<file path="src/rtl/rsa_rfid_pkg.sv">
// rsa_rfid_pkg: definitions shared by the RSA reply path toward the RFID
// backscatter modulator.
//   CRC16_POLY / CRC16_INIT : EPC-style CRC-16 (x^16 + x^12 + x^5 + 1),
//                             non-reflected, preset to all ones.
//   framer_state_e          : reply framer FSM states.
//   crc16_step()            : advance the CRC register by one message bit.
package rsa_rfid_pkg;

   localparam logic [15:0] CRC16_POLY = 16'h1021;
   localparam logic [15:0] CRC16_INIT = 16'hFFFF;

   typedef enum logic [1:0] {
      IDLE = 2'd0,
      DATA = 2'd1,
      CRC  = 2'd2
   } framer_state_e;

   function automatic logic [15:0] crc16_step(input logic [15:0] crc,
                                              input logic        din);
      logic fb;
      fb = crc[15] ^ din;
      return {crc[14:0], 1'b0} ^ (fb ? CRC16_POLY : 16'h0000);
   endfunction

endpackage

</file>
<file path="src/rtl/reply_fifo.sv">
// reply_fifo: word FIFO between RSA completion and the reply serializer.
// Parameters: WordSize (word width), FifoDepth (entries, power of two >= 2).
// Ports:
//   clk, reset      rising-edge clock, asynchronous active-low reset
//   push, din       write din at the tail (caller guarantees space, or a
//                   simultaneous pop when full)
//   pop, dout       dout is the head word, combinational; pop advances it
//   full, empty     occupancy flags
//   count           occupancy, $clog2(FifoDepth)+1 bits
module reply_fifo #(
   parameter int WordSize  = 8,
   parameter int FifoDepth = 8
) (
   input  logic                       clk,
   input  logic                       reset,
   input  logic                       push,
   input  logic                       pop,
   input  logic [WordSize-1:0]        din,
   output logic [WordSize-1:0]        dout,
   output logic                       full,
   output logic                       empty,
   output logic [$clog2(FifoDepth):0] count
);

   localparam int AddrW = $clog2(FifoDepth);
   localparam int CntW  = AddrW + 1;

   logic [WordSize-1:0] mem_q [FifoDepth];
   logic [AddrW-1:0]    wr_ptr_q, wr_ptr_d;
   logic [AddrW-1:0]    rd_ptr_q, rd_ptr_d;
   logic [CntW-1:0]     count_q, count_d;

   assign dout  = mem_q[rd_ptr_q];
   assign full  = (count_q == CntW'(FifoDepth));
   assign empty = (count_q == '0);
   assign count = count_q;

   // Pointers wrap naturally because FifoDepth is a power of two.
   always_comb begin
      wr_ptr_d = wr_ptr_q;
      rd_ptr_d = rd_ptr_q;
      count_d  = count_q;
      if (push) wr_ptr_d = wr_ptr_q + 1'b1;
      if (pop)  rd_ptr_d = rd_ptr_q + 1'b1;
      unique case ({push, pop})
         2'b10:   count_d = count_q + 1'b1;
         2'b01:   count_d = count_q - 1'b1;
         default: count_d = count_q;
      endcase
   end

   always_ff @(posedge clk or negedge reset) begin
      if (!reset) begin
         wr_ptr_q <= '0;
         rd_ptr_q <= '0;
         count_q  <= '0;
      end else begin
         wr_ptr_q <= wr_ptr_d;
         rd_ptr_q <= rd_ptr_d;
         count_q  <= count_d;
      end
   end

   // Storage needs no reset. When full with a simultaneous pop, the write
   // lands in the slot being read out on the same edge, which is safe
   // because the popped word is captured by the reader on that edge.
   always_ff @(posedge clk) begin
      if (push) mem_q[wr_ptr_q] <= din;
   end

endmodule

</file>
<file path="src/rtl/rsa_reply_framer.sv">
// rsa_reply_framer: buffers RSA ciphertext words (one per done pulse) and,
// once FrameWords words are queued, serializes them MSB-first onto a
// bit-level valid/ready link toward the RFID backscatter modulator.
// Optional feature macro: RSA_REPLY_CRC16_EN appends the ones' complement of
// an EPC CRC-16 (poly 0x1021, init 0xFFFF) computed over the data bits.
// Parameters: WordSize, FrameWords (1..FifoDepth), FifoDepth (power of 2).
// Ports:
//   clk, reset          rising-edge clock, asynchronous active-low reset
//   in_word, in_valid   ciphertext word and its done pulse
//   in_ready            FIFO not full
//   tx_bit, tx_valid    serial bit and qualifier toward the modulator
//   tx_ready            modulator accepts the presented bit
//   tx_last             high while presenting the final bit of a frame
//   busy                framer not idle
//   overflow            sticky: a word arrived while the FIFO was full
module rsa_reply_framer
   import rsa_rfid_pkg::*;
#(
   parameter int WordSize   = 8,
   parameter int FrameWords = 4,
   parameter int FifoDepth  = 8
) (
   input  logic                clk,
   input  logic                reset,
   input  logic [WordSize-1:0] in_word,
   input  logic                in_valid,
   output logic                in_ready,
   output logic                tx_bit,
   output logic                tx_valid,
   input  logic                tx_ready,
   output logic                tx_last,
   output logic                busy,
   output logic                overflow
);

   localparam int CntW = $clog2(FifoDepth) + 1;
   localparam int BitW = (WordSize > 1) ? $clog2(WordSize) : 1;
   localparam logic [BitW-1:0] BIT_LAST  = BitW'(WordSize - 1);
   localparam logic [CntW-1:0] FRAME_CNT = CntW'(FrameWords);
   localparam logic [CntW-1:0] WORD_LAST = CntW'(FrameWords - 1);

   framer_state_e       state_q, state_d;
   logic [WordSize-1:0] shift_q, shift_d;
   logic [BitW-1:0]     bit_cnt_q, bit_cnt_d;
   logic [CntW-1:0]     word_cnt_q, word_cnt_d;
   logic                overflow_q, overflow_d;
   logic                tx_valid_q, tx_valid_d;
   logic                tx_bit_q, tx_bit_d;
   logic                tx_last_q, tx_last_d;
`ifdef RSA_REPLY_CRC16_EN
   logic [15:0]         crc_q, crc_d;
   logic [3:0]          crc_cnt_q, crc_cnt_d;
`endif

   logic                fifo_push, fifo_pop, fifo_full, fifo_empty;
   logic [WordSize-1:0] fifo_dout;
   logic [CntW-1:0]     fifo_count;
   logic                hs;

   reply_fifo #(
      .WordSize  (WordSize),
      .FifoDepth (FifoDepth)
   ) u_fifo (
      .clk   (clk),
      .reset (reset),
      .push  (fifo_push),
      .pop   (fifo_pop),
      .din   (in_word),
      .dout  (fifo_dout),
      .full  (fifo_full),
      .empty (fifo_empty),
      .count (fifo_count)
   );

   assign in_ready = !fifo_full;
   // A full FIFO still takes a word on an edge where the framer pops one.
   assign fifo_push = in_valid && (!fifo_full || fifo_pop);

   assign tx_valid = tx_valid_q;
   assign tx_bit   = tx_bit_q;
   assign tx_last  = tx_last_q;
   assign busy     = (state_q != IDLE);
   assign overflow = overflow_q;

   always_comb begin
      state_d    = state_q;
      shift_d    = shift_q;
      bit_cnt_d  = bit_cnt_q;
      word_cnt_d = word_cnt_q;
      fifo_pop   = 1'b0;
`ifdef RSA_REPLY_CRC16_EN
      crc_d      = crc_q;
      crc_cnt_d  = crc_cnt_q;
`endif
      hs         = tx_valid_q && tx_ready;

      unique case (state_q)
         IDLE: begin
            if ((fifo_count >= FRAME_CNT) && !fifo_empty) begin
               fifo_pop   = 1'b1;
               shift_d    = fifo_dout;
               bit_cnt_d  = BIT_LAST;
               word_cnt_d = WORD_LAST;
               state_d    = DATA;
            end
         end
         DATA: begin
            if (hs) begin
               shift_d = shift_q << 1;
`ifdef RSA_REPLY_CRC16_EN
               crc_d   = crc16_step(crc_q, shift_q[WordSize-1]);
`endif
               if (bit_cnt_q != '0) begin
                  bit_cnt_d = bit_cnt_q - 1'b1;
               end else if (word_cnt_q != '0) begin
                  // Next word loads on the same edge: no idle bit between words.
                  fifo_pop   = !fifo_empty;
                  shift_d    = fifo_dout;
                  bit_cnt_d  = BIT_LAST;
                  word_cnt_d = word_cnt_q - 1'b1;
               end else begin
`ifdef RSA_REPLY_CRC16_EN
                  state_d   = CRC;
                  crc_cnt_d = 4'd15;
`else
                  state_d   = IDLE;
`endif
               end
            end
         end
`ifdef RSA_REPLY_CRC16_EN
         CRC: begin
            if (hs) begin
               if (crc_cnt_q == '0) begin
                  state_d = IDLE;
                  crc_d   = CRC16_INIT;
               end else begin
                  crc_d     = crc_q << 1;
                  crc_cnt_d = crc_cnt_q - 1'b1;
               end
            end
         end
`endif
         default: state_d = IDLE;
      endcase

      overflow_d = overflow_q || (in_valid && fifo_full && !fifo_pop);

      // Outputs are registered from the next-state values so they line up
      // with the state they describe.
      tx_valid_d = (state_d != IDLE);
      tx_bit_d   = 1'b0;
      if (state_d == DATA) tx_bit_d = shift_d[WordSize-1];
`ifdef RSA_REPLY_CRC16_EN
      if (state_d == CRC)  tx_bit_d = ~crc_d[15];
      tx_last_d  = (state_d == CRC) && (crc_cnt_d == '0);
`else
      tx_last_d  = (state_d == DATA) && (bit_cnt_d == '0) && (word_cnt_d == '0);
`endif
   end

   always_ff @(posedge clk or negedge reset) begin
      if (!reset) begin
         state_q    <= IDLE;
         shift_q    <= '0;
         bit_cnt_q  <= '0;
         word_cnt_q <= '0;
         overflow_q <= 1'b0;
         tx_valid_q <= 1'b0;
         tx_bit_q   <= 1'b0;
         tx_last_q  <= 1'b0;
`ifdef RSA_REPLY_CRC16_EN
         crc_q      <= CRC16_INIT;
         crc_cnt_q  <= '0;
`endif
      end else begin
         state_q    <= state_d;
         shift_q    <= shift_d;
         bit_cnt_q  <= bit_cnt_d;
         word_cnt_q <= word_cnt_d;
         overflow_q <= overflow_d;
         tx_valid_q <= tx_valid_d;
         tx_bit_q   <= tx_bit_d;
         tx_last_q  <= tx_last_d;
`ifdef RSA_REPLY_CRC16_EN
         crc_q      <= crc_d;
         crc_cnt_q  <= crc_cnt_d;
`endif
      end
   end

endmodule

</file>
<file path="config.mk">
export PLATFORM = sky130hd
export DESIGN_NAME = rsa_reply_framer
export DESIGN_NICKNAME = d
export VERILOG_FILES = /design/src/rtl/rsa_rfid_pkg.sv /design/src/rtl/reply_fifo.sv /design/src/rtl/rsa_reply_framer.sv
export SDC_FILE = /design/constraint.sdc
export NUM_CORES = 1
export LEC_CHECK = 0
export ABC_AREA = 1
export CAP_MARGIN = 30
export CORE_MARGIN = 4
export CORE_UTILIZATION = 32
export CTS_BUF_LIST = sky130_fd_sc_hd__clkbuf_2
export DETAILED_ROUTE_END_ITERATION = 16
export GPL_TIMING_DRIVEN = 0
export SLEW_MARGIN = 10
export SYNTH_ARGS = -nofsm -noshare
export SYNTH_HDL_FRONTEND = slang
export SYNTH_HIERARCHICAL = 1
export SYNTH_SLANG_ARGS = --single-unit
</file>
<file path="constraint.sdc">
create_clock -name clk -period 2.6 [get_ports clk]
set_input_delay 0.52 -clock clk [delete_from_list [all_inputs] [get_ports clk]]
set_output_delay 0.52 -clock clk [all_outputs]
set_load 0.05 [all_outputs]
</file>
==> impl_results.md <==
* Initial DRC count at 190
* Clk root buf: clkbuf_2
* Power, Total at roughly 5.0 mW
* Core ar. at ~13000 µm²
* Fin crit share at between 90% and 100%
* Synth Instances at between 400 and 500
* Ports at 18
* Synth Cell Area at 4360 µm²
* Placed Instances at approximately 620
* Largest net degree at the start of global routing at 32
* Filler cell count at around 1300
* Pwr/cell area at a little under 1000 nW/µm²
* Asr flop ratio synth at between 30% and 40%
* Multiplexer area fraction after synthesis at 0%
* Number of synthesized flops with an enable pin at 64
* Syn Area/Cell at just over 10 µm²
* Adder-cell share of the synthesized area at 2.29%
* Fmax at about 410 MHz
* Worst hold path class: flip-flop to flip-flop
* Fin area at approximately 5100 µm²
* Reg clk slew, reported paths at around 0.23 ns
* Multi-input gate area at around 1500 µm²
* Tot GR Track Use at 11.9%
* WS Path Type: flip-flop to flip-flop
* Clk Latency, worst-skew pair at between 0.5 and 0.6 ns
* Lkg Pwr at 2.13 nW
* Initial antenna violation count at 0
* Synth unique cells at 37
* CTS tree: built
* Post-synthesis net count at roughly 450
* Drt wl/cell at roughly 14 µm
* Number of buffers created by CTS at 9
* Die Wd at ~120 µm
* Most used DFF post-synth: edfxtp_1
* Ys Warns at 6
* Most common cell in the netlist: nand2_1
* Number of synthesized register bits at between 90 and 100
* CP startpoint kind: flip-flop
* CP max FO at 8
* Fin nets at around 490
* Die area at 15600 µm²
* Detailed-route DRC error count at 0
* Maximum clock insertion buffer count at 2
* Vias per cell at between 4 and 5
* Placer Congestion at between 0.7 and 0.8
* Tmin final at ~2.5 ns
* Core Rows at 42
* Seq/Total Area, Yosys at approximately 62%
* CTS HTree Levels at 3
* Reg2Reg Depth at 16
* N_diodes at 0
* Max_slew headroom at a little over 50%
* Global-route wire length before repair at between 10000 and 15000 µm
* Crit path arrival time at slightly below 3 ns
* Cells taking the most area after synthesis: edfxtp_1 44%, dfrtp_1 18%, nand2_1 8.8%, nor2_1 4.5%, inv_1 3.4%
* Share of the synthesized area in the top cell type at 44.0%
* DR pass1 iterations at 4
* Layout cells sized above 1 at about 20%
* # setup viols final at 0
* Status: complete, no violations
* Slew Viols, Final at 0
* DR vias at 3036
* Final Hold Fails at 0
* Die height at around 120 µm
* Endpoint required time on the critical path at 3.06 ns
* Seq. cell area at 2700 µm²
* Post-synthesis compound-gate area fraction at 9.09%
* Vias in the first global route at 2991
* End-of-flow core utilization at roughly two fifths
* Port bufs at 17
* Critical path endpoint category: flip-flop
* Final HPWL DP at just over 6000 µm
* Clk_skew at between 0.02 and 0.025 ns
* Total congestion overflow at 0
* Tightest Pin Transition at about 0.73 ns
* DRT Wirelength at 9120 µm
* DRT antenna net count at 0
* Largest area contributor in the netlist: edfxtp_1
* Top post-synthesis cells by count: 102 x nand2_1, 64 x edfxtp_1, 52 x nor2_1
* Hold Path Stages at 1
* Worst IR Drop VDD at approximately 400 µV
* Post-Synth XOR/XNOR Area at under 10%
* Max-Cap Viols at 0
* Synth-to-Final Area Change at 17.6%
* Total clock sinks at 95
* Starting density of the core at roughly a third
* Main combinational cell family by area after synthesis: simple AND/OR/NAND/NOR gates
* Cell Area, Placed at approximately 4800 µm²
* Final std cells w/o fill at 652
* Simple-Gate Fraction of Synth Area at roughly a fifth
## through the flow
stage	setup slack (ns)	hold slack, ns	TNS (ns)
floorplan	0.0601	0.224	0
global route	-0.00812	0.523	-0.00812
finish	0.139	0.511	0
global placement	-0.830	0.460	-51.29
CTS	0.00730	0.483	0
detailed placement	-0.846	0.467	-52.36
## report_power, final
group,internal [mW],switching (mW)
clock network,0.225,0.490
registers,1.95,0.211
logic,0.759,1.39
total,2.94,2.10
## path summary, 6_finish.rpt
kind | start | end | slack [ns]
hold reg to reg | overflow$_DFF_PN0_ | overflow$_DFF_PN0_ | 0.51
setup reg to reg | bit_cnt_q[0]$_DFF_PN0_ | u_fifo/count[2]$_DFFE_PN0P_ | 0.14
min in group asynchronous | reset | shift_q[1]$_DFFE_PN0P_ | 0.53
max in group asynchronous | reset | tx_valid$_DFF_PN0_ | 1.57
setup / recovery | bit_cnt_q[0]$_DFF_PN0_ | u_fifo/count[2]$_DFFE_PN0P_ | 0.14
hold / removal | overflow$_DFF_PN0_ | overflow$_DFF_PN0_ | 0.51
## per-layer routing
metal | wire length [µm] | global-route usage [%] | vias up
met1 | 4230 | 14.9 | 1454
li1 | - | - | 1514
met2 | 4430 | 20.3 | 66
met4 | 27 | 3.09 | 0
met5 | 0 | 0 | -
met3 | 434 | 3.30 | 2
## flip-flops by register name (all words and copies together) (netlist names), 2 cells and up
register and flops:
word_cnt_q 4, u_fifo/mem_q 64, u_fifo/rd_ptr_q 3, state_q 2, u_fifo/wr_ptr_q 3, u_fifo/count 4, bit_cnt_q 3, shift_q 8
## what timing repair did
| item | in CTS | in global routing |
|---|---|---|
| pin swaps | 8 | 1 |
| resized for setup | 20 | 14 |
| hold buffers | 1 | 0 |
| gates cloned | 0 | 0 |
| setup endpoints to repair | 68 | 35 |
| endpoints found under the hold margin | 31 | 0 |
| setup buffers | 12 | 2 |
## logic make-up (layout without fill, tap and decap cells)
logic type               count (synthesis)  count (layout)
AND/OR/NAND/NOR                        192             192
flip-flops                              95              95
AO/OA/AOI/OAI                           70              70
buffers and inverters                   57             104
adder cells (fa/ha/maj)                  8               8
XOR/XNOR                                 6               6
other                                    1               1
## final cells by class
type | count | area share, %
Clock buffer | 9 | 0.878
Clock inverter | 6 | 1.34
Sequential cell | 95 | 52.7
Inverter | 46 | 3.36
Timing Repair Buffer | 32 | 6.14
Tap cell | 176 | 4.29
Multi-Input combinational cell | 277 | 29.9
Buffer | 11 | 1.44
## critical path, cell delays in order, from the launching register on
cell,delay [ns]
dfrtp_1,0.44
inv_2,0.09
ha_4,0.14
inv_2,0.06
nor2_8,0.13
nand3_4,0.14
nand2_4,0.11
nand2_2,0.08
a21boi_4,0.21
inv_2,0.10
ha_4,0.18
nor2_2,0.12
nor2_2,0.06
ha_1,0.19
a21oi_2,0.12
xor2_1,0.15
o21ai_1,0.07
## cells in the final DEF, fill, tap and decap left out, types with 10 or more instances in the layout
| cell type | instances |
|---|---|
| clkbuf_2 | 10 |
| inv_1 | 37 |
| nand3_1 | 17 |
| o22ai_1 | 17 |
| clkdlybuf4s50_1 | 14 |
| nand2_1 | 101 |
| o21ai_0 | 14 |
| nor2_1 | 42 |
| buf_4 | 12 |
| edfxtp_1 | 64 |
| o21ai_1 | 29 |
| dfrtp_1 | 27 |
Note: power is estimated with default switching activity, not from simulation.
